[src/rtl/console_writer_if.sv]
// Bundle between a byte source (e.g. UART RX) and console_writer, plus the
// text-buffer write port and cursor/scroll status the writer drives.
// slave  : the console_writer side.
// master : the byte source / buffer / display side.
interface console_writer_if #(
  parameter int ADDR_W = 12
);
  logic [7:0]        in_data;
  logic              in_valid;
  logic              in_ready;
  logic              wr_en;
  logic [ADDR_W-1:0] wr_addr;
  logic [7:0]        wr_data;
  logic [6:0]        cursor_x;
  logic [4:0]        cursor_y;
  logic [4:0]        scroll_row;

  modport slave (
    input  in_data, in_valid,
    output in_ready, wr_en, wr_addr, wr_data, cursor_x, cursor_y, scroll_row
  );

  modport master (
    output in_data, in_valid,
    input  in_ready, wr_en, wr_addr, wr_data, cursor_x, cursor_y, scroll_row
  );
endinterface

[src/rtl/console_writer.sv]
// console_writer: turns a byte stream into writes on the single write port of
// an 80x30 text buffer (address = y*COLS + x). Tracks the cursor, handles
// CR / LF / BS, blanks the whole buffer after reset and blanks each new line
// before text lands on it.
// Optional build macro CONSOLE_SCROLL_EN: once the cursor has wrapped from the
// bottom row, scroll_row follows it so the newest line shows at the bottom.
// Without the macro scroll_row is tied to 0.
module console_writer #(
  parameter int          COLS   = 80,
  parameter int          ROWS   = 30,
  parameter int          ADDR_W = 12,
  parameter logic [7:0]  BLANK  = 8'h20
) (
  input  logic             clk,
  input  logic             rst,
  console_writer_if.slave  bus
);

  typedef enum logic [1:0] {CLEAR_ALL, IDLE, CLEAR_LINE} state_t;

  localparam logic [ADDR_W-1:0] LAST_CELL = ADDR_W'(COLS*ROWS-1);
  localparam logic [ADDR_W-1:0] LINE_END  = ADDR_W'(COLS-1);
  localparam logic [6:0]        LAST_COL  = 7'(COLS-1);
  localparam logic [4:0]        LAST_ROW  = 5'(ROWS-1);

  state_t            state_q, state_d;
  logic [ADDR_W-1:0] cnt_q, cnt_d;
  logic [6:0]        cx_q, cx_d;
  logic [4:0]        cy_q, cy_d;
  logic              wr_en_q, wr_en_d;
  logic [ADDR_W-1:0] wr_addr_q, wr_addr_d;
  logic [7:0]        wr_data_q, wr_data_d;
  logic              row_adv;
  logic [ADDR_W-1:0] row_base;
  logic [ADDR_W-1:0] cur_addr;

  // Base address of the cursor row; in CLEAR_LINE this is already the new row.
  assign row_base = ADDR_W'(cy_q) * ADDR_W'(COLS);
  assign cur_addr = row_base + ADDR_W'(cx_q);

  assign bus.in_ready = (state_q == IDLE);
  assign bus.wr_en    = wr_en_q;
  assign bus.wr_addr  = wr_addr_q;
  assign bus.wr_data  = wr_data_q;
  assign bus.cursor_x = cx_q;
  assign bus.cursor_y = cy_q;

  // State, cursor and write-port registers.
  always_ff @(posedge clk or posedge rst) begin
    if (rst) begin
      state_q   <= CLEAR_ALL;
      cnt_q     <= '0;
      cx_q      <= '0;
      cy_q      <= '0;
      wr_en_q   <= 1'b0;
      wr_addr_q <= '0;
      wr_data_q <= '0;
    end else begin
      state_q   <= state_d;
      cnt_q     <= cnt_d;
      cx_q      <= cx_d;
      cy_q      <= cy_d;
      wr_en_q   <= wr_en_d;
      wr_addr_q <= wr_addr_d;
      wr_data_q <= wr_data_d;
    end
  end

  // Next state: clears, character decode and the shared row-advance step.
  always_comb begin
    state_d   = state_q;
    cnt_d     = cnt_q;
    cx_d      = cx_q;
    cy_d      = cy_q;
    wr_en_d   = 1'b0;
    wr_addr_d = wr_addr_q;
    wr_data_d = wr_data_q;
    row_adv   = 1'b0;
    case (state_q)
      CLEAR_ALL: begin
        wr_en_d   = 1'b1;
        wr_addr_d = cnt_q;
        wr_data_d = BLANK;
        cnt_d     = cnt_q + ADDR_W'(1);
        if (cnt_q == LAST_CELL) state_d = IDLE;
      end
      IDLE: begin
        if (bus.in_valid) begin
          if (bus.in_data >= 8'h20 && bus.in_data <= 8'h7E) begin
            wr_en_d   = 1'b1;
            wr_addr_d = cur_addr;
            wr_data_d = bus.in_data;
            if (cx_q == LAST_COL) begin
              cx_d    = '0;
              row_adv = 1'b1;
            end else begin
              cx_d = cx_q + 7'd1;
            end
          end else if (bus.in_data == 8'h0A) begin
            cx_d    = '0;
            row_adv = 1'b1;
          end else if (bus.in_data == 8'h0D) begin
            cx_d = '0;
          end else if (bus.in_data == 8'h08) begin
            if (cx_q != '0) cx_d = cx_q - 7'd1;
          end
        end
      end
      CLEAR_LINE: begin
        wr_en_d   = 1'b1;
        wr_addr_d = row_base + cnt_q;
        wr_data_d = BLANK;
        cnt_d     = cnt_q + ADDR_W'(1);
        if (cnt_q == LINE_END) state_d = IDLE;
      end
      default: state_d = CLEAR_ALL;
    endcase
    if (row_adv) begin
      cy_d    = (cy_q == LAST_ROW) ? 5'd0 : cy_q + 5'd1;
      state_d = CLEAR_LINE;
      cnt_d   = '0;
    end
  end

`ifdef CONSOLE_SCROLL_EN
  logic       wrapped_q, wrapped_d;
  logic [4:0] scroll_q, scroll_d;

  // Scroll tracking: after the first bottom-to-top wrap, the row just below
  // the cursor is the oldest line and becomes the display top.
  always_comb begin
    wrapped_d = wrapped_q;
    scroll_d  = scroll_q;
    if (row_adv) begin
      if (cy_q == LAST_ROW) wrapped_d = 1'b1;
      if (wrapped_d) scroll_d = (cy_d == LAST_ROW) ? 5'd0 : cy_d + 5'd1;
    end
  end

  // Scroll registers.
  always_ff @(posedge clk or posedge rst) begin
    if (rst) begin
      wrapped_q <= 1'b0;
      scroll_q  <= '0;
    end else begin
      wrapped_q <= wrapped_d;
      scroll_q  <= scroll_d;
    end
  end

  assign bus.scroll_row = scroll_q;
`else
  assign bus.scroll_row = '0;
`endif

endmodule

[src/flat_wrapper.sv]
// flat-port wrapper written by rule: the top's interface ports become plain ports
module console_writer_flat 
#(
  parameter int          COLS   = 80,
  parameter int          ROWS   = 30,
  parameter int          ADDR_W = 12,
  parameter logic [7:0]  BLANK  = 8'h20
)
  (clk, rst, bus_in_data, bus_in_valid, bus_in_ready, bus_wr_en, bus_wr_addr, bus_wr_data, bus_cursor_x, bus_cursor_y, bus_scroll_row);
  console_writer_if #(.ADDR_W(ADDR_W)) bus_i ();
  input  logic clk;
  input  logic rst;
  input wire logic [$bits(bus_i.in_data)-1:0] bus_in_data;
  input wire logic [$bits(bus_i.in_valid)-1:0] bus_in_valid;
  output wire logic [$bits(bus_i.in_ready)-1:0] bus_in_ready;
  output wire logic [$bits(bus_i.wr_en)-1:0] bus_wr_en;
  output wire logic [$bits(bus_i.wr_addr)-1:0] bus_wr_addr;
  output wire logic [$bits(bus_i.wr_data)-1:0] bus_wr_data;
  output wire logic [$bits(bus_i.cursor_x)-1:0] bus_cursor_x;
  output wire logic [$bits(bus_i.cursor_y)-1:0] bus_cursor_y;
  output wire logic [$bits(bus_i.scroll_row)-1:0] bus_scroll_row;
  assign bus_i.in_data = bus_in_data;
  assign bus_i.in_valid = bus_in_valid;
  assign bus_in_ready = bus_i.in_ready;
  assign bus_wr_en = bus_i.wr_en;
  assign bus_wr_addr = bus_i.wr_addr;
  assign bus_wr_data = bus_i.wr_data;
  assign bus_cursor_x = bus_i.cursor_x;
  assign bus_cursor_y = bus_i.cursor_y;
  assign bus_scroll_row = bus_i.scroll_row;
  console_writer #(.COLS(COLS), .ROWS(ROWS), .ADDR_W(ADDR_W), .BLANK(BLANK)) u_core (.clk(clk), .rst(rst), .bus(bus_i));
endmodule
[config.mk]
export PLATFORM = sky130hd
export DESIGN_NAME = console_writer_flat
export DESIGN_NICKNAME = d
export VERILOG_FILES = /design/src/rtl/console_writer_if.sv /design/src/rtl/console_writer.sv /design/src/flat_wrapper.sv
export SDC_FILE = /design/constraint.sdc
export NUM_CORES = 1
export LEC_CHECK = 0
export CAP_MARGIN = 20
export CORE_MARGIN = 3
export CORE_UTILIZATION = 49
export DETAILED_ROUTE_END_ITERATION = 6
export PLACE_DENSITY = 0.89
export RECOVER_POWER = 100
export SLEW_MARGIN = 25
export SYNTH_ARGS = -nofsm -noshare
export SYNTH_HDL_FRONTEND = slang
export SYNTH_SLANG_ARGS = --single-unit
[constraint.sdc]
create_clock -name clk -period 2.9 [get_ports clk]
set_input_delay 0.725 -clock clk [delete_from_list [all_inputs] [get_ports clk]]
set_output_delay 0.725 -clock clk [all_outputs]
set_load 0.01 [all_outputs]
## Word level (Yosys, flattened, before mapping)

Index checks and enable logic that the tools add are counted.

| cells by class | value |
|---|---|
| equal/unequal tests | 14 |
| $add $sub $neg | 6 |
| $lt $le $gt $ge | 2 |
| reduce and logical (&&, ||, !) cells | 13 |
| $mul | 1 |
| muxes and demuxes | 27 |

Operator list:

| operator | count |
|---|---|
| 12-bit two-way mux | 4 |
| 7-bit two-way mux | 6 |
| 12-bit one-hot mux with 3 select lines | 1 |
| 8-bit by 4-bit equality test with 1-bit output (second input constant) | 3 |
| 8-bit two-way mux | 2 |
| 8-bit one-hot mux with 2 select lines | 1 |
| 12-bit by 1-bit adder with 12-bit output (second input constant) | 1 |
| 12-bit adder | 1 |
| 12-bit by 7-bit adder with 12-bit output | 1 |
| 12-bit equality test (second input constant) | 1 |
| 12-bit by 7-bit equality test with 1-bit output (second input constant) | 1 |
| 3-bit AND reduction | 3 |
| 8-bit by 6-bit >= comparator with 1-bit output (second input constant) | 1 |
| 8-bit by 7-bit <= comparator with 1-bit output (second input constant) | 1 |
| 5-bit by 3-bit multiplier with 8-bit output (second input constant) | 1 |
| 4-bit nonzero test | 2 |
| 7-bit by 1-bit adder with 7-bit output (second input constant) | 1 |
| 7-bit equality test (second input constant) | 1 |
| 1-bit two-way mux | 7 |
| 7-bit nonzero test | 1 |
| 7-bit by 1-bit subtractor with 7-bit output (second input constant) | 1 |
| 2-bit two-way mux | 3 |
| 3-bit by 1-bit inequality test with 1-bit output (second input constant) | 2 |
| 2-bit one-hot mux with 3 select lines | 1 |
| 14 further kinds | 16 |

| storage, ports and cells | value |
|---|---|
| output and inout port bits | 39 |
| bits in registers | 47 |
| logic and storage cells | 70 |

## Logic depth before layout (Yosys ltp)

Gate-level depths: netlist of the first run.

| depth | value |
|---|---|
| depth after elaboration | 7 |
| depth in mapped cells | 11 |
| gate-level depth less buffers | 11 |

## Least setup slack after synthesis of the first run

No wires, ideal clock.

| path | value |
|---|---|
| path type | reg2reg |
| from | register u_core.cy_q[1], in the netlist u_core.bus.cursor_y[1] |
| to | register u_core.wr_addr_q[11], in the netlist u_core.bus.wr_addr[11] |
| data required time | 2.768 ns |
| arrival | 2.705 ns |
| setup time | 0.132 ns |
| stages on the path, launching flop included | 11 |
| path slack | 0.063 ns |
| buffers on the path | 0 |
| path through | dfrtp_1 -> ha_1 -> ha_1 -> inv_1 -> fa_1 -> xnor2_1 -> ha_1 -> or3_1 -> o211ai_1 -> nor4b_1 -> or3b_1 |

| on the way | value |
|---|---|
| word-level cells in the longest chain between the ends | 5 |

Ends and longest elaborated chain:

| what | RTL line | text |
|---|---|---|
| from (decl) | console_writer.sv:29 | `logic [4:0] cy_q, cy_d;` |
| from (signal assigned) | console_writer.sv:62 | `cy_q <= cy_d;` |
| 5-bit by 3-bit multiplier with 8-bit output * | console_writer.sv:38 | `assign row_base = ADDR_W'(cy_q) * ADDR_W'(COLS);` |
| 12-bit by 7-bit adder with 12-bit output | console_writer.sv:39 | `assign cur_addr = row_base + ADDR_W'(cx_q);` |
| 12-bit two-way mux | console_writer.sv:89 | `if (bus.in_data >= 8'h20 && bus.in_data <= 8'h7E) begin` |
| 12-bit two-way mux | console_writer.sv:88 | `if (bus.in_valid) begin` |
| 12-bit one-hot mux with 3 select lines * | console_writer.sv:79 | `case (state_q)` |
| to (signal assigned) | console_writer.sv:64 | `wr_addr_q <= wr_addr_d;` |
| to (decl) | console_writer.sv:31 | `logic [ADDR_W-1:0] wr_addr_q, wr_addr_d;` |

Mark *: on every way between the ends. The rest lies on a longest branch, timed or not. The select of a mux whose other input is x is not followed.
A chain may end at the register's enable or synchronous reset.

## Worst setup path in the final report of the first run

| path | value |
|---|---|
| from | register u_core.cy_q[2], in the netlist u_core.bus.cursor_y[2] |
| to | register u_core.wr_addr_q[11], in the netlist u_core.bus.wr_addr[11] |

The elaborated chain is that of the path after synthesis.

==> results of run 1 <==
## worst min-delay path by stage
| stage | start | to | slack [ps] | depth (start not counted) |
|---|---|---|---|---|
| finish | u_core.bus.wr_addr[7] | u_core.bus.wr_addr[7] | 500 | 1 |
| global route | u_core.bus.wr_addr[6] | u_core.bus.wr_addr[6] | 530 | 1 |
| CTS | u_core.bus.wr_addr[7] | u_core.bus.wr_addr[7] | 520 | 1 |
| detailed placement | u_core.bus.wr_addr[6] | u_core.bus.wr_addr[6] | 480 | 1 |
| global placement | u_core.bus.wr_addr[9] | u_core.bus.wr_addr[9] | 480 | 1 |
| floorplan | u_core.state_q[1] | u_core.state_q[1] | 500 | 2 |
## cells by family after synthesis
kind of cell,after synthesis,synth area share [%]
AO/OA/AOI/OAI,94,20.0
adder cells (fa/ha/maj),25,10.1
multiplexers,7,2.38
buffers and inverters,45,5.96
XOR/XNOR,17,4.58
AND/OR/NAND/NOR,125,20.7
flip-flops,47,36.2
other,1,0.115
## layer usage
layer	share of wire (%)	wire length, um
met1	45	3560
met2	47	3700
met3	7.4	584
met4	1.1	88
met5	0	0
## per-stage QoR
stage	util, %	std cells	hold slack [ps]
2_1_floorplan	-	365	496
3_3_place_gp	60.9	489	482
3_5_place_dp	60.9	489	483
4_1_cts	62.3	497	515
5_1_grt	61.7	497	530
6_report	61.7	497	497
## worst reg2reg max path, delay by kind of cell (launching register included)
kind / cells / cell delay, ps
fa+ha+maj: 3 / 1200
simple gates: 3 / 580
flops: 1 / 450
compound gates: 2 / 340
buf+inv: 2 / 100
## power breakdown
group / internal, mW / total, mW / switching [mW]
Combinational: 0.0247 / 0.0626 / 0.0380
Clock: 0.176 / 0.432 / 0.256
Sequential: 0.655 / 0.655 / 0
Total: 0.856 / 1.15 / 0.294
## synthesized netlist by cell type, types with 4 or more instances
library cell   n
o21ai_0       18
nand2b_1       6
dfrtp_1       47
xnor2_1       10
buf_4          5
o21a_1         5
o221ai_1       4
and2_1         6
nand4_1        4
a211oi_1       4
nand3_1       18
a32oi_1        4
a21oi_1       25
inv_1         26
nor3b_1        4
nor2_1        31
mux2_2         6
ha_1          23
nor2b_1        7
nand2_1       17
nor3_1         6
and3_1         4
clkbuf_1       9
xor2_1         7
## registers in the layout, indices dropped and copies added (netlist names)
name                 cells
u_core.cnt_q            12
u_core.bus.wr_en         1
u_core.bus.wr_data       8
u_core.bus.cursor_x      7
u_core.bus.wr_addr      12
u_core.state_q           2
u_core.bus.cursor_y      5
## final cells by class
type	instances	area [sq um]
Tap cell	77	96.3
Inverter	26	97.6
Sequential cell	47	1180
Timing Repair Buffer	66	589
Multi-Input combinational cell	273	1890
Fill cell	534	2440
Clock inverter	3	25.0
Clock buffer	5	68.8
==> summary.txt, run 1 <==
Die Width: 87.5 um
DRT Wirelength: 7.93 mm
Total Nets Final: 455
cell count after synthesis: 361
Clock Path Buffers: 2
Vias: 2907
Port Buf Inserts: 44
Max Slew Vio Count: 0
dpl ws: 51.4 ps
1st-pass router iterations: 5
area fraction of the dominant cell type after synthesis: 36.2%
yosys warns: 0
Slew @ Worst Pin: 1030 ps
Final Instance Area: 0.00394 sq mm
RSZ-0062 raised after global routing: false
Die H: 87.5 um
routability cong.: 0.902
CTS Buf Count: 5
Tmin final: 2780 ps
PwrDens: 292 mW/mm^2
vias in the first global route: 2699
die area: 0.00765 sq mm
commonest cells after routing, fill and taps aside: dfrtp_1, dlygate4sd3_1, nor2_1
Clock Latency Late Sink: 320 ps
run status: completed
Crit. End Element: flip-flop
initial antenna violation count: 0
routed len/inst: 15.9 um
met1 Usage GRT: 31.8%
critical path class: reg -> reg
ys async rst share: 100%
fin crit share: 95.9%
dpl cell area: 0.00389 sq mm
Area growth syn-to-layout: 21.2%
worst r2r dst: u_core.bus.wr_addr[11]
GRT Max-Usage Layer: met2
cts hold-fix bufs: 0
Worst Path Max Fanout: 5
CP top delay family: adder cells
number of synthesized flops with an enable pin: 0
fmax: 359 MHz
setup ws final: 118 ps
DP HPWL: 5.96 mm
largest cells by area after synthesis: dfrtp_1, ha_1, a21oi_1
Post-CTS Setup Inserts: 0
setup_tns: 0 ps
root buffer cell: clkbuf_8
Required @ worst endpoint: 3110 ps
Synth Flop Type: dfrtp_1
post-cts sizing count: 0
Critical Path Start: u_core.bus.cursor_y[2]
grt met3 use: 3.41%
Starting Density: 50.9%
# setup viols final: 0
vias per inst: 5.85
H-tree Lvls: 2
mapped cell area: 0.00325 sq mm
core area: 0.00639 sq mm
I/O Pins: 50
slew margin rel.: 31.3%
TritonCTS Sinks: 47
met2 Resource Use GR: 33.4%
Site Rows: 29
max incr delay on CP: 540 ps
CTS tree: built
reg2reg path depth: 10
Power, Total: 1.15 mW
flops & latches, synth: 47
Worst R2R Setup Slack: 120 ps
largest net degree at the start of global routing: 26
skew final: 14.0 ps
Max Cap Viol: 0
peak supply drop: 0.000263 V
Synth cell types: 68
DRC Markers: 0
fraction of layout cells with a size suffix above 1: 11.2%
Clk pin slew, worst setup/hold paths: 110 ps
commonest non-fill, non-tap cell in the layout: dfrtp_1
diode count: 0
Hold WC Path Type: reg -> reg
WP data arrival: 2990 ps
first-pass GRT wire length: 13.2 mm
crit path buf inv count: 2
cell taking the most area after synthesis: dfrtp_1
grt ovf: 0
crit path to: u_core.bus.wr_addr[11]
Critical Path Stages: 10
Worst R2R Start: u_core.bus.cursor_y[2]
Final ANT Viol Nets: 0
Slowest-stage cell, CP: fa_1
Leak: 1.75 nW
Tot GR Track Use: 21.7%
startpoint types: flip-flop
Final Hold Viols: 0
CP Cell Sequence: ha_1 > inv_1 > fa_1 > inv_1 > ha_1 > nand3_1 > o2111ai_1 > o211ai_1 > nand4_1 > or3b_1
mean area per synthesized cell: 9.01 sq um
initial DRC count: 293
Seq/Total Area, Yosys: 36.2%
Power figures use the tool's default switching activity.
==> run 2, diff against run 1 <==
MAX_ROUTING_LAYER = met4   (was not set)
==> run 2 against run 1 <==
Register-to-register slack got worse by 50 ps. Global-route usage rose by 0.82 points. Core utilization rose by 0.49 points. Non-clock buffer count rose by 1. Worst hold slack got worse by 1.8 ps. Critical endpoint unchanged. Sequential share of layout area fell by 0.20 points. Cell count rose by 0.20%. Clock power fell by 2%.
==> summary.txt, run 2 (synthesis gave the netlist of run 1 again) <==
die area: 0.00765 sq mm (unchanged)
fraction of layout cells with a size suffix above 1: 12.4% (+1.2 points)
vias in the first global route: 2814 (+4.3%)
TritonCTS Sinks: 47 (unchanged)
grt ovf: 0 (unchanged)
DRT Wirelength: 8.11 mm (+2.3%)
cts hold-fix bufs: 0 (unchanged)
Max Cap Viol: 0 (unchanged)
CTS Buf Count: 5 (unchanged)
DP HPWL: 6.07 mm (+1.8%)
clock share of power: 37.2% (-0.4 points)
combinational share of power: 5.4% (about the same)
Crit. End Element: flip-flop
Final Hold Viols: 0 (unchanged)
Die Width: 87.5 um (unchanged)
Vias: 2933 (+0.89%)
fin crit share: 97.6% (+1.7 points)
Clk pin slew, worst setup/hold paths: 100 ps (about the same)
Util after Layout: 62.2% (+0.49 points)
1st-pass router iterations: 6 (+1)
initial antenna violation count: 0 (unchanged)
peak supply drop: 0.000203 V (-23%)
Max Slew Vio Count: 0 (unchanged)
root buffer cell: clkbuf_8
Leak: 1.74 nW (-0.21%)
Power, Total: 1.14 mW (-0.68%)
Clock Latency Late Sink: 310 ps (about the same)
PwrDens: 287 mW/mm^2 (-1.5%)
slew margin rel.: 36.8% (+5.6 points)
Slew @ Worst Pin: 948 ps (-83.3 ps)
startpoint types: flip-flop
vias per inst: 5.89 (+0.69%)
Area growth syn-to-layout: 22.1%
fmax: 353 MHz (-1.7%)
commonest non-fill, non-tap cell in the layout: dfrtp_1
Tmin final: 2830 ps (+47.9 ps)
Clock Path Buffers: 2 (unchanged)
run status: completed
critical path class: reg -> reg
Port Buf Inserts: 44 (unchanged)
commonest cells after routing, fill and taps aside: dfrtp_1, dlygate4sd3_1, nor2_1
Psw: 0.290 mW (-1.2%)
routability cong.: 0.883 (-2.1%)
Die H: 87.5 um (unchanged)
routed len/inst: 16.3 um (+2.1%)
Starting Density: 50.9% (unchanged)
Total Nets Final: 456 (+0.22%)
GRT Max-Usage Layer: met2
diode count: 0 (unchanged)
Required @ worst endpoint: 3100 ps (about the same)
Tot GR Track Use: 22.5% (+0.82 points)
first-pass GRT wire length: 13.4 mm (+1.9%)
met2 Resource Use GR: 35.5% (+2.1 points)
Worst Path Max Fanout: 5 (unchanged)
Sw Ratio: 25.4% (-0.12 points)
DRC Markers: 0 (unchanged)
WP data arrival: 3030 ps (+40 ps)
Pint: 0.851 mW (-0.52%)
CTS tree: built
I/O Pins: 50 (unchanged)
Hold WC Path Type: reg -> reg
Site Rows: 29 (unchanged)
skew final: 9.94 ps (-4.06 ps)
largest net degree at the start of global routing: 26 (unchanged)
H-tree Lvls: 2 (unchanged)
# setup viols final: 0 (unchanged)
core area: 0.00639 sq mm (unchanged)
Seq pwr share: 57.4% (+0.4 points)
met1 Usage GRT: 29.8% (-2.0 points)
Final ANT Viol Nets: 0 (unchanged)
initial DRC count: 259 (-12%)
grt met3 use: 4.35% (+0.95 points)
==> run 2: worst max-delay path: stages, from the launching register on <==
cell	delay (ps)
dfrtp_1	410
ha_1	290
ha_2	180
inv_1	50
fa_2	520
inv_1	70
ha_4	280
nand3_1	100
o2111ai_1	190
o211ai_1	170
nand4_1	120
or3b_1	340
==> run 2: power groups by stage <==
stage | clock [mW] | sequential, mW | combinational [mW]
global placement | 0 | 0.668 | 0.0650
CTS | 0.431 | 0.655 | 0.0673
floorplan | 0 | 0.668 | 0.0335
finish | 0.425 | 0.655 | 0.0618
detailed placement | 0 | 0.668 | 0.0670
global route | 0.454 | 0.655 | 0.0676
==> run 2: what timing repair did <==
action	4_1_cts	5_1_grt
resized for setup	0	8
buffers inserted	0	2
setup endpoints to repair	0	2
endpoints found under the hold margin	0	0
==> run 2: worst paths after layout <==
path | startpoint | to | slack (ps) | depth (start not counted)
max reg2reg | u_core.bus.cursor_y[1] | u_core.bus.wr_addr[11] | 70 | 11
max in group asynchronous | rst | u_core.bus.cursor_y[2] | 690 | 3
max | u_core.bus.cursor_y[1] | u_core.bus.wr_addr[11] | 70 | 11
min reg2reg | u_core.bus.wr_addr[7] | u_core.bus.wr_addr[7] | 500 | 1
min | u_core.bus.wr_addr[7] | u_core.bus.wr_addr[7] | 500 | 1
min in group asynchronous | rst | u_core.cnt_q[0] | 1050 | 2
==> run 2: layout make-up <==
cell class | count | area, sq um
multi-input combinational | 273 | 1910
clock buffer | 5 | 68.8
timing repair buffer | 67 | 597
fill | 544 | 2410
clock inverter | 3 | 23.8
sequential | 47 | 1180
inverter | 26 | 97.6
tap | 77 | 96.3
==> run 2: metrics by stage <==
stage / setup TNS, ps / hold WS (ps) / instance area, sq um / setup WS [ps] / cells
finish: 0 / 496 / 3970 / 69.7 / 498
global route: -30.1 / 531 / 3970 / -30.1 / 498
floorplan: 0 / 496 / 3270 / 63.4 / 365
detailed placement: 0 / 488 / 3880 / 13.8 / 488
CTS: 0 / 508 / 3970 / 44.0 / 496
global placement: 0 / 482 / 3880 / 90.4 / 488
==> run 2: routing by layer <==
| metal | wire, um | up-vias |
|---|---|---|
| met5 | 0 | - |
| met2 | 3930 | 106 |
| met3 | 498 | 15 |
| met1 | 3570 | 1406 |
| li1 | - | 1406 |
| met4 | 111 | 0 |
==> run 3, diff against run 2 <==
RECOVER_POWER = 25   (was 100)
==> run 3 against run 2 <==
Maximum frequency is 0.62% higher. Flip-flop and latch count stayed put. Critical path type unchanged. Non-clock buffer count unchanged. Critical endpoint unchanged. Cell count unchanged. Clock skew fell by 2.9 ps. Largest power group unchanged. Sequential power is essentially flat. Die area did not move.
==> summary.txt, run 3 (synthesis gave the netlist of run 1 again) <==
dpl ws: 13.8 ps (unchanged)
initial antenna violation count: 0 (unchanged)
setup_tns: 0 ps (unchanged)
fraction of layout cells with a size suffix above 1: 14.5% (+2.1 points)
I/O Pins: 50 (unchanged)
dpl cell area: 0.00388 sq mm (unchanged)
commonest non-fill, non-tap cell in the layout: dfrtp_1
CTS tree: built
CTS Buf Count: 5 (unchanged)
TritonCTS Sinks: 47 (unchanged)
critical path class: reg -> reg
Starting Density: 50.9% (unchanged)
fin crit share: 97.0% (-0.60 points)
Area growth syn-to-layout: 23.0%
Final Hold Viols: 0 (unchanged)
Max Slew Vio Count: 0 (unchanged)
Clock Latency Late Sink: 310 ps (about the same)
routed len/inst: 16.3 um (-0.16%)
commonest cells after routing, fill and taps aside: dfrtp_1, clkdlybuf4s50_1, nor2_1
crit path buf inv count: 2 (unchanged)
CP top delay family: adder cells
Clock Path Buffers: 2 (unchanged)
Slowest-stage cell, CP: fa_2
Final Instance Area: 0.00400 sq mm (+0.76%)
DRT Wirelength: 8.10 mm (-0.16%)
H-tree Lvls: 2 (unchanged)
max incr delay on CP: 520 ps (about the same)
Required @ worst endpoint: 3100 ps (about the same)
peak supply drop: 0.000204 V (+0.48%)
core area: 0.00639 sq mm (unchanged)
skew final: 7.09 ps (-2.86 ps)
setup ws final: 87.2 ps (+17.5 ps)
Tot GR Track Use: 22.5% (unchanged)
startpoint types: flip-flop
Slew @ Worst Pin: 971 ps (+23.5 ps)
Total Nets Final: 456 (unchanged)
worst r2r dst: u_core.bus.wr_addr[11]
Vias: 2908 (-0.85%)
Crit. End Element: flip-flop
Critical Path Stages: 11 (unchanged)
Max Cap Viol: 0 (unchanged)
grt ovf: 0 (unchanged)
# setup viols final: 0 (unchanged)
WP data arrival: 3010 ps (-20 ps)
DRC Markers: 0 (unchanged)
diode count: 0 (unchanged)
slew margin rel.: 35.3% (-1.6 points)
Die Width: 87.5 um (unchanged)
CP dominant cell by count: inv_1
Clk pin slew, worst setup/hold paths: 100 ps (about the same)
Finished Layout Cells: 498 (unchanged)
cts hold-fix bufs: 0 (unchanged)
DP HPWL: 6.07 mm (unchanged)
crit path to: u_core.bus.wr_addr[11]
first-pass GRT wire length: 13.4 mm (unchanged)
Leak: 1.68 nW (-3.5%)
vias per inst: 5.84 (-0.85%)
largest net degree at the start of global routing: 26 (unchanged)
1st-pass router iterations: 4 (-2)
Worst R2R Setup Slack: 90 ps (+20 ps)
Site Rows: 29 (unchanged)
cell count after placement: 488 (unchanged)
die area: 0.00765 sq mm (unchanged)
Worst Path Max Fanout: 5 (unchanged)
Hold WC Path Type: reg -> reg
Final ANT Viol Nets: 0 (unchanged)
reg2reg path depth: 11 (unchanged)
PwrDens: 285 mW/mm^2 (-0.70%)
vias in the first global route: 2814 (unchanged)
Critical Path Start: u_core.bus.cursor_y[1]
Tmin final: 2810 ps (-17.5 ps)
run status: completed
CP Cell Sequence: ha_1 > ha_2 > inv_1 > fa_2 > inv_1 > ha_4 > nand3_1 > o2111ai_1 > o211ai_1 > nand4_1 > or3b_1
root buffer cell: clkbuf_8
routability cong.: 0.883 (unchanged)
initial DRC count: 177 (-32%)
Die H: 87.5 um (unchanged)
Worst R2R Start: u_core.bus.cursor_y[1]
Port Buf Inserts: 44 (unchanged)
fmax: 356 MHz (+0.62%)
run 3: cell count changes in the layout (fill, tap and decap cells not counted), moves of 2 or more:
cell             previous run  this run
o21ai_0                    19        17
clkdlybuf4s50_1             9        43
o21ai_2                     0         2
buf_4                      18        22
clkbuf_1                    3         0
dlygate4sd3_1              35         1
run 3: what timing repair did:
item                                    4_1_cts  5_1_grt
gates resized for setup                       0        8
setup buffers                                 0        2
endpoints found under the setup margin        0        2
run 3: report_power, final:
group	total (mW)	internal (mW)	switching [mW]
combinational	0.0641	0.0258	0.0383
clock	0.423	0.173	0.250
sequential	0.655	0.655	0
run 3: per-stage QoR:
| stage | util, % | power, mW | hold WS (ps) |
|---|---|---|---|
| after floorplan | - | 0.701 | 496 |
| after global placement | 60.7 | 0.733 | 482 |
| after detailed placement | 60.7 | 0.735 | 488 |
| after CTS | 62.2 | 1.15 | 508 |
| after global routing | 62.7 | 1.18 | 535 |
| final | 62.7 | 1.14 | 501 |
run 3: final cells by class:
| cell class | instances | area, sq um |
|---|---|---|
| sequential | 47 | 1180 |
| clock buffer | 5 | 68.8 |
| tap | 77 | 96.3 |
| inverter | 26 | 97.6 |
| multi-input combinational | 273 | 1930 |
| timing repair buffer | 67 | 611 |
| fill | 534 | 2380 |
| clock inverter | 3 | 23.8 |
run 3: worst min path at each step:
stage | from | endpoint | slack, ps | cells past startpoint
after floorplan | u_core.state_q[1] | u_core.state_q[1] | 500 | 2
after global placement | u_core.bus.wr_addr[6] | u_core.bus.wr_addr[6] | 480 | 1
after detailed placement | u_core.bus.wr_addr[7] | u_core.bus.wr_addr[7] | 490 | 1
after CTS | u_core.bus.wr_addr[7] | u_core.bus.wr_addr[7] | 510 | 1
after global routing | u_core.bus.wr_addr[9] | u_core.bus.wr_addr[9] | 540 | 1
final | u_core.bus.wr_addr[7] | u_core.bus.wr_addr[7] | 500 | 1
run 3: worst register-to-register path, cell delays in order (launching register included):
cell,delay [ps]
dfrtp_1,410
ha_1,290
ha_2,180
inv_1,50
fa_2,520
inv_1,70
ha_4,280
nand3_1,100
o2111ai_1,190
o211ai_1,170
nand4_1,120
or3b_1,340
run 3: per-layer routing:
layer / part of all wire (%) / global-route usage (%)
met1: 44 / 29.8
met2: 49 / 35.5
met3: 5.9 / 4.35
met4: 1.3 / 6.00
met5: 0 / -
